==> config.mk <==
export PLATFORM = sky130hd
export DESIGN_NAME = serbus_fsm
export DESIGN_NICKNAME = d
export VERILOG_FILES = /design/src/rtl/serbus_pkg.sv /design/src/rtl/serbus_rx.sv /design/src/rtl/serbus_fsm.sv
export SDC_FILE = /design/constraint.sdc
export NUM_CORES = 1
export LEC_CHECK = 0
export CORE_UTILIZATION = 57
export DETAILED_ROUTE_END_ITERATION = 6
export GPL_TIMING_DRIVEN = 0
export HOLD_SLACK_MARGIN = 0.1
export PLACE_DENSITY = 0.9
export SYNTH_ARGS = -nofsm -noshare
export SYNTH_HDL_FRONTEND = slang
export SYNTH_HIERARCHICAL = 1
export SYNTH_SLANG_ARGS = --single-unit
export TNS_END_PERCENT = 10
==> constraint.sdc <==
create_clock -name clk -period 5.5 [get_ports clk]
set_input_delay 0.55 -clock clk [delete_from_list [all_inputs] [get_ports clk]]
set_output_delay 0.55 -clock clk [all_outputs]
set_load 0.1 [all_outputs]
==> src/rtl/serbus_pkg.sv <==
// serbus_pkg -- shared definitions for the serial register-bus bridge.
//
// Holds the command/reply codes, the FSM state encoding, the reply frame
// length and the receive shift-register width, plus a helper that builds
// one 13-bit reply frame (MSb first: 0, 1, cmdflag, data[7:0], 0, 0).
package serbus_pkg;

    localparam logic [7:0] CMD_WRITE = 8'h01;
    localparam logic [7:0] CMD_READ  = 8'h02;
    localparam logic [7:0] CMD_PING  = 8'h03;
    localparam logic [7:0] ERR_CODE  = 8'hFF;

    localparam int REPLY_BITS = 13;
    localparam int RXREG_W    = 12;

    typedef enum logic [2:0] {
        IDLE    = 3'd0,
        DECODE  = 3'd1,
        WRITE   = 3'd2,
        READ    = 3'd3,
        RWAIT   = 3'd4,
        CAPTURE = 3'd5,
        REPLY   = 3'd6,
        DONE    = 3'd7
    } state_e;

    function automatic logic [REPLY_BITS-1:0] reply_frame(input logic cmdflag,
                                                          input logic [7:0] data);
        return {2'b01, cmdflag, data, 2'b00};
    endfunction

endpackage

==> src/rtl/serbus_rx.sv <==
// serbus_rx -- receive deframer.
//
// Shifts serialin into the LSB of a 12-bit register every cycle. A frame
// is recognised when the marker 1 reaches the top bit and the two trailing
// bits are 0; the 9 bits in between (cmdflag + 8 data bits) are presented
// for one cycle and the register clears. The input bit of that cycle is the
// next frame's leading 0, so back-to-back 13-bit frames are handled.
//
// Ports:
//   clk, rst_n   rising-edge clock, asynchronous active-low reset
//   serialin     framed command stream
//   byte_valid   one-cycle pulse, rx_byte valid
//   rx_byte      {cmdflag, data[7:0]}
module serbus_rx
    import serbus_pkg::*;
(
    input  logic       clk,
    input  logic       rst_n,
    input  logic       serialin,
    output logic       byte_valid,
    output logic [8:0] rx_byte
);

    logic [RXREG_W-1:0] sr_q, sr_d;

    always_comb begin
        byte_valid = sr_q[RXREG_W-1] && (sr_q[1:0] == 2'b00);
        rx_byte    = sr_q[RXREG_W-2:2];
        sr_d       = byte_valid ? '0 : {sr_q[RXREG_W-2:0], serialin};
    end

    always_ff @(posedge clk or negedge rst_n) begin
        if (!rst_n) sr_q <= '0;
        else        sr_q <= sr_d;
    end

endmodule

==> src/rtl/serbus_fsm.sv <==
// serbus_fsm -- serial command stream to register-bus bridge.
//
// Data bytes are collected in a message buffer; a command byte starts the
// FSM, which issues a one-cycle wr or rd strobe and returns a framed reply
// on serialout. Reply bits come straight from the MSB of a reply shift
// register, so serialout is a flop and reads 0 whenever no reply is queued.
//
// Ports:
//   clk, rst_n          rising-edge clock, asynchronous active-low reset
//   serialin/serialout  framed command / reply streams
//   wr, rd              one-cycle strobes; addr, wrdata held until next DECODE
//   rddata              read data, sampled RDLAT cycles after rd
//   busy                FSM not in IDLE
//   rdcount..errcount   statistics counters (16-bit, wrapping)
//   dbg_state           current FSM state
//
// Build option: define SERBUS_STATS_EN to include the statistics counters;
// without it the four counter outputs are tied to 0.
module serbus_fsm
    import serbus_pkg::*;
#(
    parameter int AW    = 16,
    parameter int DW    = 16,
    parameter int RDLAT = 2
) (
    input  logic          clk,
    input  logic          rst_n,
    input  logic          serialin,
    output logic          serialout,
    output logic          wr,
    output logic          rd,
    output logic [AW-1:0] addr,
    output logic [DW-1:0] wrdata,
    input  logic [DW-1:0] rddata,
    output logic          busy,
    output logic [15:0]   rdcount,
    output logic [15:0]   wrcount,
    output logic [15:0]   bytecount,
    output logic [15:0]   errcount,
    output logic [2:0]    dbg_state
);

    localparam int NB   = (AW + DW) / 8;
    localparam int DB   = DW / 8;
    localparam int RW   = REPLY_BITS * (DB + 1);
    localparam int CW   = 4;
    localparam int LW   = 7;
    localparam logic [CW-1:0] CNT_MAX = CW'(NB + 1);
    localparam logic [LW-1:0] LEN_ONE = LW'(REPLY_BITS);
    localparam logic [LW-1:0] LEN_RD  = LW'(RW);

    logic       byte_valid;
    logic [8:0] rx_byte;

    serbus_rx u_rx (
        .clk        (clk),
        .rst_n      (rst_n),
        .serialin   (serialin),
        .byte_valid (byte_valid),
        .rx_byte    (rx_byte)
    );

    state_e            state_q, state_d;
    logic [NB*8-1:0]   buf_q, buf_d;
    logic [CW-1:0]     cnt_q, cnt_d, cmd_cnt_q, cmd_cnt_d;
    logic [7:0]        cmd_q, cmd_d;
    logic              clr_q, clr_d;
    logic [AW-1:0]     addr_q, addr_d;
    logic [DW-1:0]     wrdata_q, wrdata_d;
    logic [3:0]        wait_q, wait_d;
    logic [RW-1:0]     rep_q, rep_d, rd_reply;
    logic [LW-1:0]     rep_left_q, rep_left_d;
    logic              exec, dec_write, dec_read, dec_ping;

    assign exec      = byte_valid && rx_byte[8] && (state_q == IDLE);
    assign dec_write = (cmd_q == CMD_WRITE) && (cmd_cnt_q == CW'(NB));
    assign dec_read  = (cmd_q == CMD_READ)  && (cmd_cnt_q == CW'(AW / 8));
    assign dec_ping  = (cmd_q == CMD_PING);

    // Message buffer. Any command byte schedules a buffer clear for the next
    // cycle, which leaves the contents intact for the DECODE cycle that
    // follows an accepted command.
    always_comb begin
        buf_d     = buf_q;
        cnt_d     = cnt_q;
        cmd_d     = cmd_q;
        cmd_cnt_d = cmd_cnt_q;
        clr_d     = 1'b0;
        if (clr_q) begin
            buf_d = '0;
            cnt_d = '0;
        end
        if (byte_valid) begin
            if (!rx_byte[8]) begin
                buf_d = {buf_q[NB*8-9:0], rx_byte[7:0]};
                cnt_d = (cnt_q == CNT_MAX) ? cnt_q : cnt_q + 1'b1;
            end else begin
                clr_d = 1'b1;
                if (exec) begin
                    cmd_d     = rx_byte[7:0];
                    cmd_cnt_d = cnt_q;
                end
            end
        end
    end

    // Read reply: data bytes MSB first with cmdflag 0, then the read code.
    always_comb begin
        rd_reply = '0;
        for (int i = 0; i < DB; i++) begin
            rd_reply[RW-1-REPLY_BITS*i -: REPLY_BITS] = reply_frame(1'b0, rddata[DW-1-8*i -: 8]);
        end
        rd_reply[REPLY_BITS-1:0] = reply_frame(1'b1, CMD_READ);
    end

    always_comb begin
        state_d    = state_q;
        addr_d     = addr_q;
        wrdata_d   = wrdata_q;
        wait_d     = wait_q;
        rep_left_d = rep_left_q;
        rep_d      = (state_q == REPLY) ? {rep_q[RW-2:0], 1'b0} : rep_q;
        case (state_q)
            IDLE: if (exec) state_d = DECODE;
            DECODE: begin
                if (dec_write) begin
                    addr_d   = buf_q[AW-1:0];
                    wrdata_d = buf_q[AW+DW-1:AW];
                    state_d  = WRITE;
                end else if (dec_read) begin
                    addr_d  = buf_q[AW-1:0];
                    state_d = READ;
                end else begin
                    rep_d      = {reply_frame(1'b1, dec_ping ? CMD_PING : ERR_CODE),
                                  {(RW-REPLY_BITS){1'b0}}};
                    rep_left_d = LEN_ONE;
                    state_d    = REPLY;
                end
            end
            WRITE: begin
                rep_d      = {reply_frame(1'b1, CMD_WRITE), {(RW-REPLY_BITS){1'b0}}};
                rep_left_d = LEN_ONE;
                state_d    = REPLY;
            end
            READ: begin
                wait_d  = 4'(RDLAT - 1);
                state_d = (RDLAT == 1) ? CAPTURE : RWAIT;
            end
            RWAIT: begin
                if (wait_q <= 4'd1) state_d = CAPTURE;
                else                wait_d  = wait_q - 4'd1;
            end
            CAPTURE: begin
                rep_d      = rd_reply;
                rep_left_d = LEN_RD;
                state_d    = REPLY;
            end
            REPLY: begin
                rep_left_d = rep_left_q - 1'b1;
                if (rep_left_q == 1) state_d = DONE;
            end
            DONE:    state_d = IDLE;
            default: state_d = IDLE;
        endcase
    end

    always_ff @(posedge clk or negedge rst_n) begin
        if (!rst_n) begin
            state_q    <= IDLE;
            buf_q      <= '0;
            cnt_q      <= '0;
            cmd_q      <= '0;
            cmd_cnt_q  <= '0;
            clr_q      <= 1'b0;
            addr_q     <= '0;
            wrdata_q   <= '0;
            wait_q     <= '0;
            rep_q      <= '0;
            rep_left_q <= '0;
        end else begin
            state_q    <= state_d;
            buf_q      <= buf_d;
            cnt_q      <= cnt_d;
            cmd_q      <= cmd_d;
            cmd_cnt_q  <= cmd_cnt_d;
            clr_q      <= clr_d;
            addr_q     <= addr_d;
            wrdata_q   <= wrdata_d;
            wait_q     <= wait_d;
            rep_q      <= rep_d;
            rep_left_q <= rep_left_d;
        end
    end

    assign serialout = rep_q[RW-1];
    assign wr        = (state_q == WRITE);
    assign rd        = (state_q == READ);
    assign busy      = (state_q != IDLE);
    assign addr      = addr_q;
    assign wrdata    = wrdata_q;
    assign dbg_state = state_q;

`ifdef SERBUS_STATS_EN
    logic [15:0] rdcount_q, rdcount_d, wrcount_q, wrcount_d;
    logic [15:0] bytecount_q, bytecount_d, errcount_q, errcount_d;
    logic        err_ev, drop;

    always_comb begin
        // Errors: an undecodable command, or a command byte arriving while busy.
        err_ev      = (state_q == DECODE) && !dec_write && !dec_read && !dec_ping;
        drop        = byte_valid && rx_byte[8] && (state_q != IDLE);
        rdcount_d   = rdcount_q + 16'(state_q == CAPTURE);
        wrcount_d   = wrcount_q + 16'(state_q == WRITE);
        bytecount_d = bytecount_q + 16'(byte_valid);
        errcount_d  = errcount_q + 16'(err_ev) + 16'(drop);
    end

    always_ff @(posedge clk or negedge rst_n) begin
        if (!rst_n) begin
            rdcount_q   <= '0;
            wrcount_q   <= '0;
            bytecount_q <= '0;
            errcount_q  <= '0;
        end else begin
            rdcount_q   <= rdcount_d;
            wrcount_q   <= wrcount_d;
            bytecount_q <= bytecount_d;
            errcount_q  <= errcount_d;
        end
    end

    assign rdcount   = rdcount_q;
    assign wrcount   = wrcount_q;
    assign bytecount = bytecount_q;
    assign errcount  = errcount_q;
`else
    assign rdcount   = '0;
    assign wrcount   = '0;
    assign bytecount = '0;
    assign errcount  = '0;
`endif

endmodule

# Word-level counts from Yosys, hierarchy flattened
# Cells that the tools add are included.
[word_totals]
inputBits = 19
out_inout_bits = 103
wordCells = 83
reg_bits = 146
[op_classes]
n_reduce_logical = 18
n_mux = 28
addsub = 3
n_eq_ne = 21
n_lt_le_gt_ge = 1
[op_table]
columns = ["op", "count"]
rows = [
  ["39-bit 2-to-1 mux", 3],
  ["39-bit case mux with 3 select lines", 1],
  ["32-bit 2-to-1 mux", 3],
  ["16-bit 2-to-1 mux", 2],
  ["7-bit case mux with 4 select lines", 1],
  ["3-bit case mux with 7 select lines", 1],
  ["4-bit 2-to-1 mux", 5],
  ["8-bit by 2-bit == test with 1-bit output (second input constant)", 2],
  ["3-bit 2-to-1 mux", 5],
  ["7-bit 2-to-1 mux", 2],
  ["3-bit == test (second input constant)", 4],
  ["12-bit 2-to-1 mux", 1],
  ["2-bit inequality test (second input constant)", 5],
  ["3-bit AND reduction", 3],
  ["4-bit by 3-bit == test with 1-bit output (second input constant)", 2],
  ["8-bit by 1-bit == test with 1-bit output (second input constant)", 1],
  ["8-bit 2-to-1 mux", 1],
  ["4-bit case mux with 2 select lines", 1],
  ["7-bit by 1-bit == test with 1-bit output (second input constant)", 1],
  ["7-bit by 1-bit subtractor with 7-bit output (second input constant)", 1],
  ["3-bit by 2-bit == test with 1-bit output (second input constant)", 2],
  ["2-bit AND reduction", 3],
  ["1-bit logical AND", 5],
  ["4-bit by 1-bit adder with 4-bit output (second input constant)", 1],
  ["other kinds (13)", 15],
]

# Longest topological paths before layout
# Gate-level depths: netlist of the first run.
[logic_depth]
ltp_word = 6
ltp_mapped = 7
ltp_nobuf = 6

# Modules after synthesis
# Netlist of the first run, hierarchy kept.
[modules_own_cells]
columns = ["module", "seq_area_each_um2", "area_per_inst_um2", "cells_each", "instances"]
rows = [
  ["serbus_fsm", 3353.2, 6521.3, 655, 1],
  ["serbus_rx", 300.3, 486.7, 35, 1],
]

# Worst setup path after synthesis of the first run
# Ideal clock, no wire load.
[synth_path]
path_kind = "register to output"
startpoint = "register state_q[0] (netlist: dbg_state[0])"
endpoint = "output port rd"
required_ns = 4.950
arrival_time_ns = 2.962
slack_ns = 1.988
n_path_buf = 2
stages_incl_launch_ff = 5
path_cell_list = "dfrtp_1 -> buf_2 -> clkbuf_1 -> nand2_1 -> nor2_1"
[synth_between]
elab_chain_len = 1
[synth_lines]
columns = ["item", "line", "rtl"]
rows = [
  ["from (decl)", "serbus_fsm.sv:63", "state_e state_q, state_d;"],
  ["from (signal assigned)", "serbus_fsm.sv:181", "state_q <= state_d;"],
  ["3-bit by 2-bit == test with 1-bit output", "serbus_fsm.sv:197", "assign rd = (state_q == READ);"],
  ["to (decl)", "serbus_fsm.sv:31", "output logic rd,"],
]
# Every way passes these cells.

# Final worst setup path of the first run
# Same ends and word-level chain as after synthesis.

==> flow_summary.json, run 1 <==
{
  "max_freq_mhz": 281,
  "synth_seq_area_share_pct": 52.1,
  "cp_top_family": "buffers and inverters",
  "placed_area_um2": 8030,
  "ys_types": 56,
  "area_delta_synth_final_pct": 23.2,
  "hold_class": "input port to async pin",
  "core-area_um2": 12000,
  "io_pins": 122,
  "worstPathArrival_ns": 3.01,
  "gp_congestion": 0.849,
  "wl_um": 15000,
  "fin_nets": 855,
  "die_h_um": 113,
  "ant_nets": 0,
  "worst_pin_slew_ns": 1.01,
  "placedCellCount": 958,
  "setup_violations": 0,
  "period_minus_slack_ns": 3.56,
  "worst-path-buf-inv": 3,
  "path_max_fanout": 10,
  "status": "complete, but fails checks",
  "cp.required_ns": 4.95,
  "antenna_found_initial": 0,
  "overflow": 0,
  "violations": "DRC",
  "cts_tree": "built",
  "path_class": "flop to output pin",
  "die_area_um2": 12700,
  "synth_ff_type": "dfrtp_1",
  "portBuffers": 57,
  "report.final.hold_viol_count": 0,
  "clock_sinks": 146,
  "cp_slowest_cell": "clkdlybuf4s50_1",
  "critPathCaptureType": "output pin",
  "ctsRootBufferMaster": "clkbuf_16",
  "ys_ff_latch": 146,
  "grt_usage_pct": 25.3,
  "grt_start_max_net_pins": 82,
  "cts_resized": 0,
  "synthArstFlopShare_pct": 100,
  "rows": 40,
  "viasPerCell": 5.30,
  "post-cts-setup-buffers": 0,
  "cts_buffers": 17,
  "maxSlewHeadroom_pct": 32.6,
  "finalSetupTns_ns": 0,
  "dr.pass1.iters": 7,
  "crit_chain": "buf_2, clkbuf_1, nand2_1, nor2_1, clkdlybuf4s50_1",
  "place.detailed.hpwl_um": 9410,
  "finalMaxSlewViolations": 0,
  "clk_path_buf_depth": 2,
  "ys_warn_count": 6,
  "nFillCells": 793,
  "start_kind": "flop",
  "h-tree-depth": 4,
  "yosys-top-cells-area": "dfrtp_1 52%, nand2_1 9.1%, buf_4 7.8%",
  "insertion_delay_ns": 0.42,
  "syn_area_um2": 7010,
  "grt_pass1_vias": 5161,
  "drt_iter0_drc": 412,
  "rsz0062_at_grt": "false",
  "vias": 5246,
  "initial_core_util_pct": 58.3,
  "min_period_over_period_pct": 64.7,
  "syn_avg_cell_area_um2": 10.2,
  "finClkSkew_ns": 0.00918,
  "synth.most_common_cell": "nand2_1",
  "p_leak_nw": 4.39,
  "synth_edf_count": 0,
  "n_antenna_cell": 0,
  "dieWidth_um": 113,
  "slowest_delay_ns": 1.21,
  "yosysTopAreaCellShare_pct": 52.1,
  "yosys-top-cells-count": "170 x nand2_1, 146 x dfrtp_1, 73 x buf_4, 36 x nand3b_1, 29 x mux2_2",
  "stdcell_count": 990,
  "powerDensity_nw_per_um2": 486,
  "post_drt_wl_per_cell_um": 15.2,
  "peakVddDrop_mv": 0.299,
  "cap_viol_max_count": 0,
  "clkSlewWorstSetupHoldPaths_ns": 0.06,
  "final_cell_area_um2": 8640,
  "yosys.area.top_type": "dfrtp_1",
  "drcViolationCount": 2,
  "drive_gt1_share_pct": 20.5,
  "syn_inst": 690,
  "grt_pass1_wl_um": 25200,
  "holdBufCountCts": 0
}
-- metal layers --
metal / track usage, % / routed length [µm]
met5: 0 / 0
met4: 10.4 / 414
met3: 5.89 / 822
met2: 41.8 / 7470
met1: 32.5 / 6330
-- power breakdown --
group | internal [mW] | switching [mW] | leakage (nW)
sequential | 1.35 | 0.229 | 1.93
clock | 0.696 | 0.484 | 0.294
combinational | 0.503 | 0.941 | 2.17
total | 2.55 | 1.65 | 4.39
-- registers in the layout, indices dropped and copies added (netlist names) --
register / count
clr_q: 1
rep_q: 39
rep_left_q: 7
buf_q: 32
wrdata: 16
dbg_state: 3
addr: 16
cmd_cnt_q: 4
u_rx/sr_q: 12
wait_q: 4
cnt_q: 4
cmd_q: 8
-- path summary, 6_finish.rpt --
check | from | end | slack (ns) | cells after the start
min reg2reg | addr[12] | addr[12] | 0.47 | 2
min | rst_n | rep_q[19] | 0.11 | 1
max | dbg_state[0] | rd | 1.94 | 5
min in group clk | addr[12] | addr[12] | 0.47 | 2
max in group asynchronous | rst_n | cnt_q[0] | 4.61 | 2
max reg2reg | dbg_state[2] | wrdata[5] | 3.22 | 5
-- cells in the final DEF, fill, tap and decap left out, types with 3 or more instances in the layout --
master           netlist  routed
a211o_1                6       6
a21oi_1               22      22
a21oi_2                4       4
a22o_1                 4       4
a22oi_1                5       5
and2_1                 5       5
buf_1                  3       3
buf_2                 10      10
buf_4                 73      73
buf_6                  3       4
clkbuf_1              23      23
clkbuf_16              0      17
clkdlybuf4s50_1        0      56
clkinv_4               0       3
conb_1                 1      64
dfrtp_1              146     146
ha_1                   6       6
inv_1                 10      10
inv_6                  0       4
inv_8                  0       3
mux2_2                29      29
mux2i_1               19      19
nand2_1              170     170
nand2b_1               3       3
nand3_1                4       4
nand3b_1              36      36
nor2_1                17      17
nor2b_1                6       6
nor2b_2                9       9
nor3_1                 4       4
o211ai_1               4       4
o21ai_0               27      27
o22ai_1                3       3
-- area by class of cell --
| cell class | instances | area (µm²) | area share (%) |
|---|---|---|---|
| Tap cell | 147 | 184 | 2.13 |
| Clock buffer | 18 | 439 | 5.08 |
| Buffer | 112 | 729 | 8.45 |
| Timing Repair Buffer | 58 | 599 | 6.94 |
| Sequential cell | 146 | 3650 | 42.3 |
| Clock inverter | 14 | 170 | 1.97 |
| Inverter | 10 | 37.5 | 0.435 |
| Multi-Input combinational cell | 485 | 2820 | 32.7 |
-- cells by family (layout without fill, tap and decap cells) --
group	Yosys count	count (layout)	share of synthesized area, %
buffers and inverters	122	212	10.9
adder cells (fa/ha/maj)	6	6	1.07
multiplexers	48	48	7.37
XOR/XNOR	2	2	0.250
AO/OA/AOI/OAI	91	91	8.50
flip-flops	146	146	52.1
other	1	64	0.0535
AND/OR/NAND/NOR	274	274	19.7
-- per-stage QoR --
| stage | hold WS [ns] | total power, mW | worst slack [ns] | utilization [%] |
|---|---|---|---|---|
| after global routing | 0.168 | 4.42 | 1.75 | 71.9 |
| after global placement | 0.451 | 2.91 | -1.75 | 66.6 |
| after CTS | 0.135 | 4.19 | 1.96 | 71.9 |
| after detailed placement | 0.459 | 2.97 | 2.42 | 66.8 |
| after floorplan | 0.254 | 2.65 | 1.99 | - |
| final | 0.110 | 4.20 | 1.94 | 71.9 |
No activity file was read; power rests on OpenSTA's default activity.
==> run 2, diff against run 1 <==
Settings changed: CORE_UTILIZATION 57 to 48, PLACE_DENSITY 0.9 to 0.81.
Clock period 5.5 ns to 3.2 ns, I/O delays scaled along.
==> flow_summary.json, run 2 (synthesis gave the netlist of run 1 again) <==
{
  "status": "complete, no violations",
  "finalSetupTns_ns": 0,
  "report.final.hold_viol_count": 0,
  "grt_pass1_wl_um": 23300,
  "rsz0062_at_grt": "false",
  "dieWidth_um": 123,
  "peakVddDrop_mv": 0.521,
  "portBuffers": 57,
  "critPathCaptureType": "output pin",
  "grt_usage_pct": 20.0,
  "h-tree-depth": 4,
  "drive_gt1_share_pct": 20.1,
  "die_h_um": 123,
  "maxSlewHeadroom_pct": 34.5,
  "powerDensity_nw_per_um2": 807,
  "ff2ff_setup_slack_ns": 0.94,
  "die_area_um2": 15100,
  "initial_core_util_pct": 49.9,
  "reg.largest.list": "rep_q: 39 flops, buf_q: 32 flops",
  "fin_util_pct": 61.5,
  "seq_power_share_pct": 38.5,
  "area_delta_synth_final_pct": 23.3,
  "grt_pass1_vias": 4750,
  "insertion_delay_ns": 0.43,
  "ant_nets": 0,
  "top_register": "rep_q",
  "drt_iter0_drc": 343,
  "ctsRootBufferMaster": "clkbuf_16",
  "wl_um": 13900,
  "post-cts-setup-buffers": 0,
  "cap_viol_max_count": 0,
  "hp-start": "rddata[6]",
  "drcViolationCount": 0,
  "path_max_fanout": 10,
  "io_pins": 122,
  "rows": 43,
  "nFillCells": 1149,
  "startpoint": "dbg_state[0]",
  "max_freq_mhz": 334,
  "period_minus_slack_ns": 3.00,
  "dr.pass1.iters": 5,
  "clock_sinks": 146,
  "core-area_um2": 14000,
  "worst_pin_slew_ns": 0.980,
  "placedCellCount": 991,
  "min_period_over_period_pct": 93.6,
  "worstPathArrival_ns": 2.68,
  "path_class": "flop to output pin",
  "gp_congestion": 0.868,
  "swShare_pct": 38.7,
  "cts_tree": "built",
  "fin_nets": 856,
  "finalMaxSlewViolations": 0,
  "cp.required_ns": 2.88,
  "clkPwrFrac_pct": 26.9,
  "antenna_found_initial": 0,
  "hold_class": "input port to flop",
  "finClkSkew_ns": 0.00937,
  "place.detailed.hpwl_um": 9450,
  "grt_start_max_net_pins": 78,
  "combinationalPowerShare_pct": 34.6,
  "p_leak_nw": 4.39,
  "clkSlewWorstSetupHoldPaths_ns": 0.06,
  "post_drt_wl_per_cell_um": 13.6,
  "overflow": 0,
  "setup_violations": 0,
  "cts_buffers": 17,
  "p_int_mw": 4.27,
  "r2r-start": "dbg_state[2]",
  "switchingPower_mw": 2.70,
  "fin_hold_ws_ns": 0.445,
  "final_common_cell": "nand2_1",
  "largest_reg_flops": 39,
  "n_antenna_cell": 0,
  "stdcell_count": 1024,
  "final_cell_mix": "170 x nand2_1, 146 x dfrtp_1, 73 x buf_4",
  "vias": 5106,
  "clk_path_buf_depth": 2,
  "viasPerCell": 4.99,
  "start_kind": "flop"
}
[run 2: layout make-up]
cell class / instances / area (µm²) / share of cell area (%)
Clock buffer: 22 / 454 / 5.26
Multi-Input combinational cell: 485 / 2830 / 32.7
Timing Repair Buffer: 59 / 611 / 7.07
Tap cell: 180 / 225 / 2.61
Inverter: 10 / 37.5 / 0.435
Clock inverter: 10 / 101 / 1.17
Buffer: 112 / 729 / 8.44
Sequential cell: 146 / 3650 / 42.3
[run 2: through the flow]
stage                     area (µm²)  worst slack (ns)  power, mW
after floorplan                 7250             0.177       4.55
after global routing            8640             0.125       7.39
final                           8640             0.205       6.97
after detailed placement        8070             0.421       5.10
after CTS                       8640            0.0244       6.99
after global placement          8040             -4.01       5.03
[run 2: timing repair]
| item | 4_1_cts | 5_1_grt |
|---|---|---|
| setup endpoints to repair | 1 | 1 |
| pin swaps | 0 | 0 |
| hold buffers | 1 | 0 |
| hold endpoints to repair | 76 | 0 |
| resized for setup | 1 | 1 |
[run 2: worst paths after layout]
kind	to	cells after the start
setup / recovery	rd	5
hold / removal	rep_q[21]	3
setup reg to reg	wrdata[5]	5
hold reg to reg	addr[2]	2
max in group asynchronous	addr[10]	3
min in group asynchronous	u_rx/sr_q[0]	2
[run 2: worst max-delay path, cell delays in order (launching register included)]
cell	delay, ns
dfrtp_1	0.41
buf_2	0.23
clkbuf_1	0.36
nand2_1	0.15
nor2_2	0.20
dlygate4sd2_1	0.89
[run 2: power by group through the flow]
stage	Sequential (mW)	Combinational [mW]	Clock [mW]
after floorplan	2.74	1.81	0
after global placement	2.69	2.34	0
after detailed placement	2.70	2.40	0
after CTS	2.68	2.41	1.90
after global routing	2.75	2.66	1.98
final	2.68	2.41	1.88
[run 2: routing by layer]
| metal | up-vias | global-route usage [%] | part of all wire, % |
|---|---|---|---|
| li1 | 2470 | - | - |
| met1 | 2480 | 27.7 | 46 |
| met2 | 138 | 30.5 | 48 |
| met3 | 18 | 4.41 | 4.6 |
| met4 | 0 | 7.85 | 1.5 |
| met5 | - | 0 | 0 |
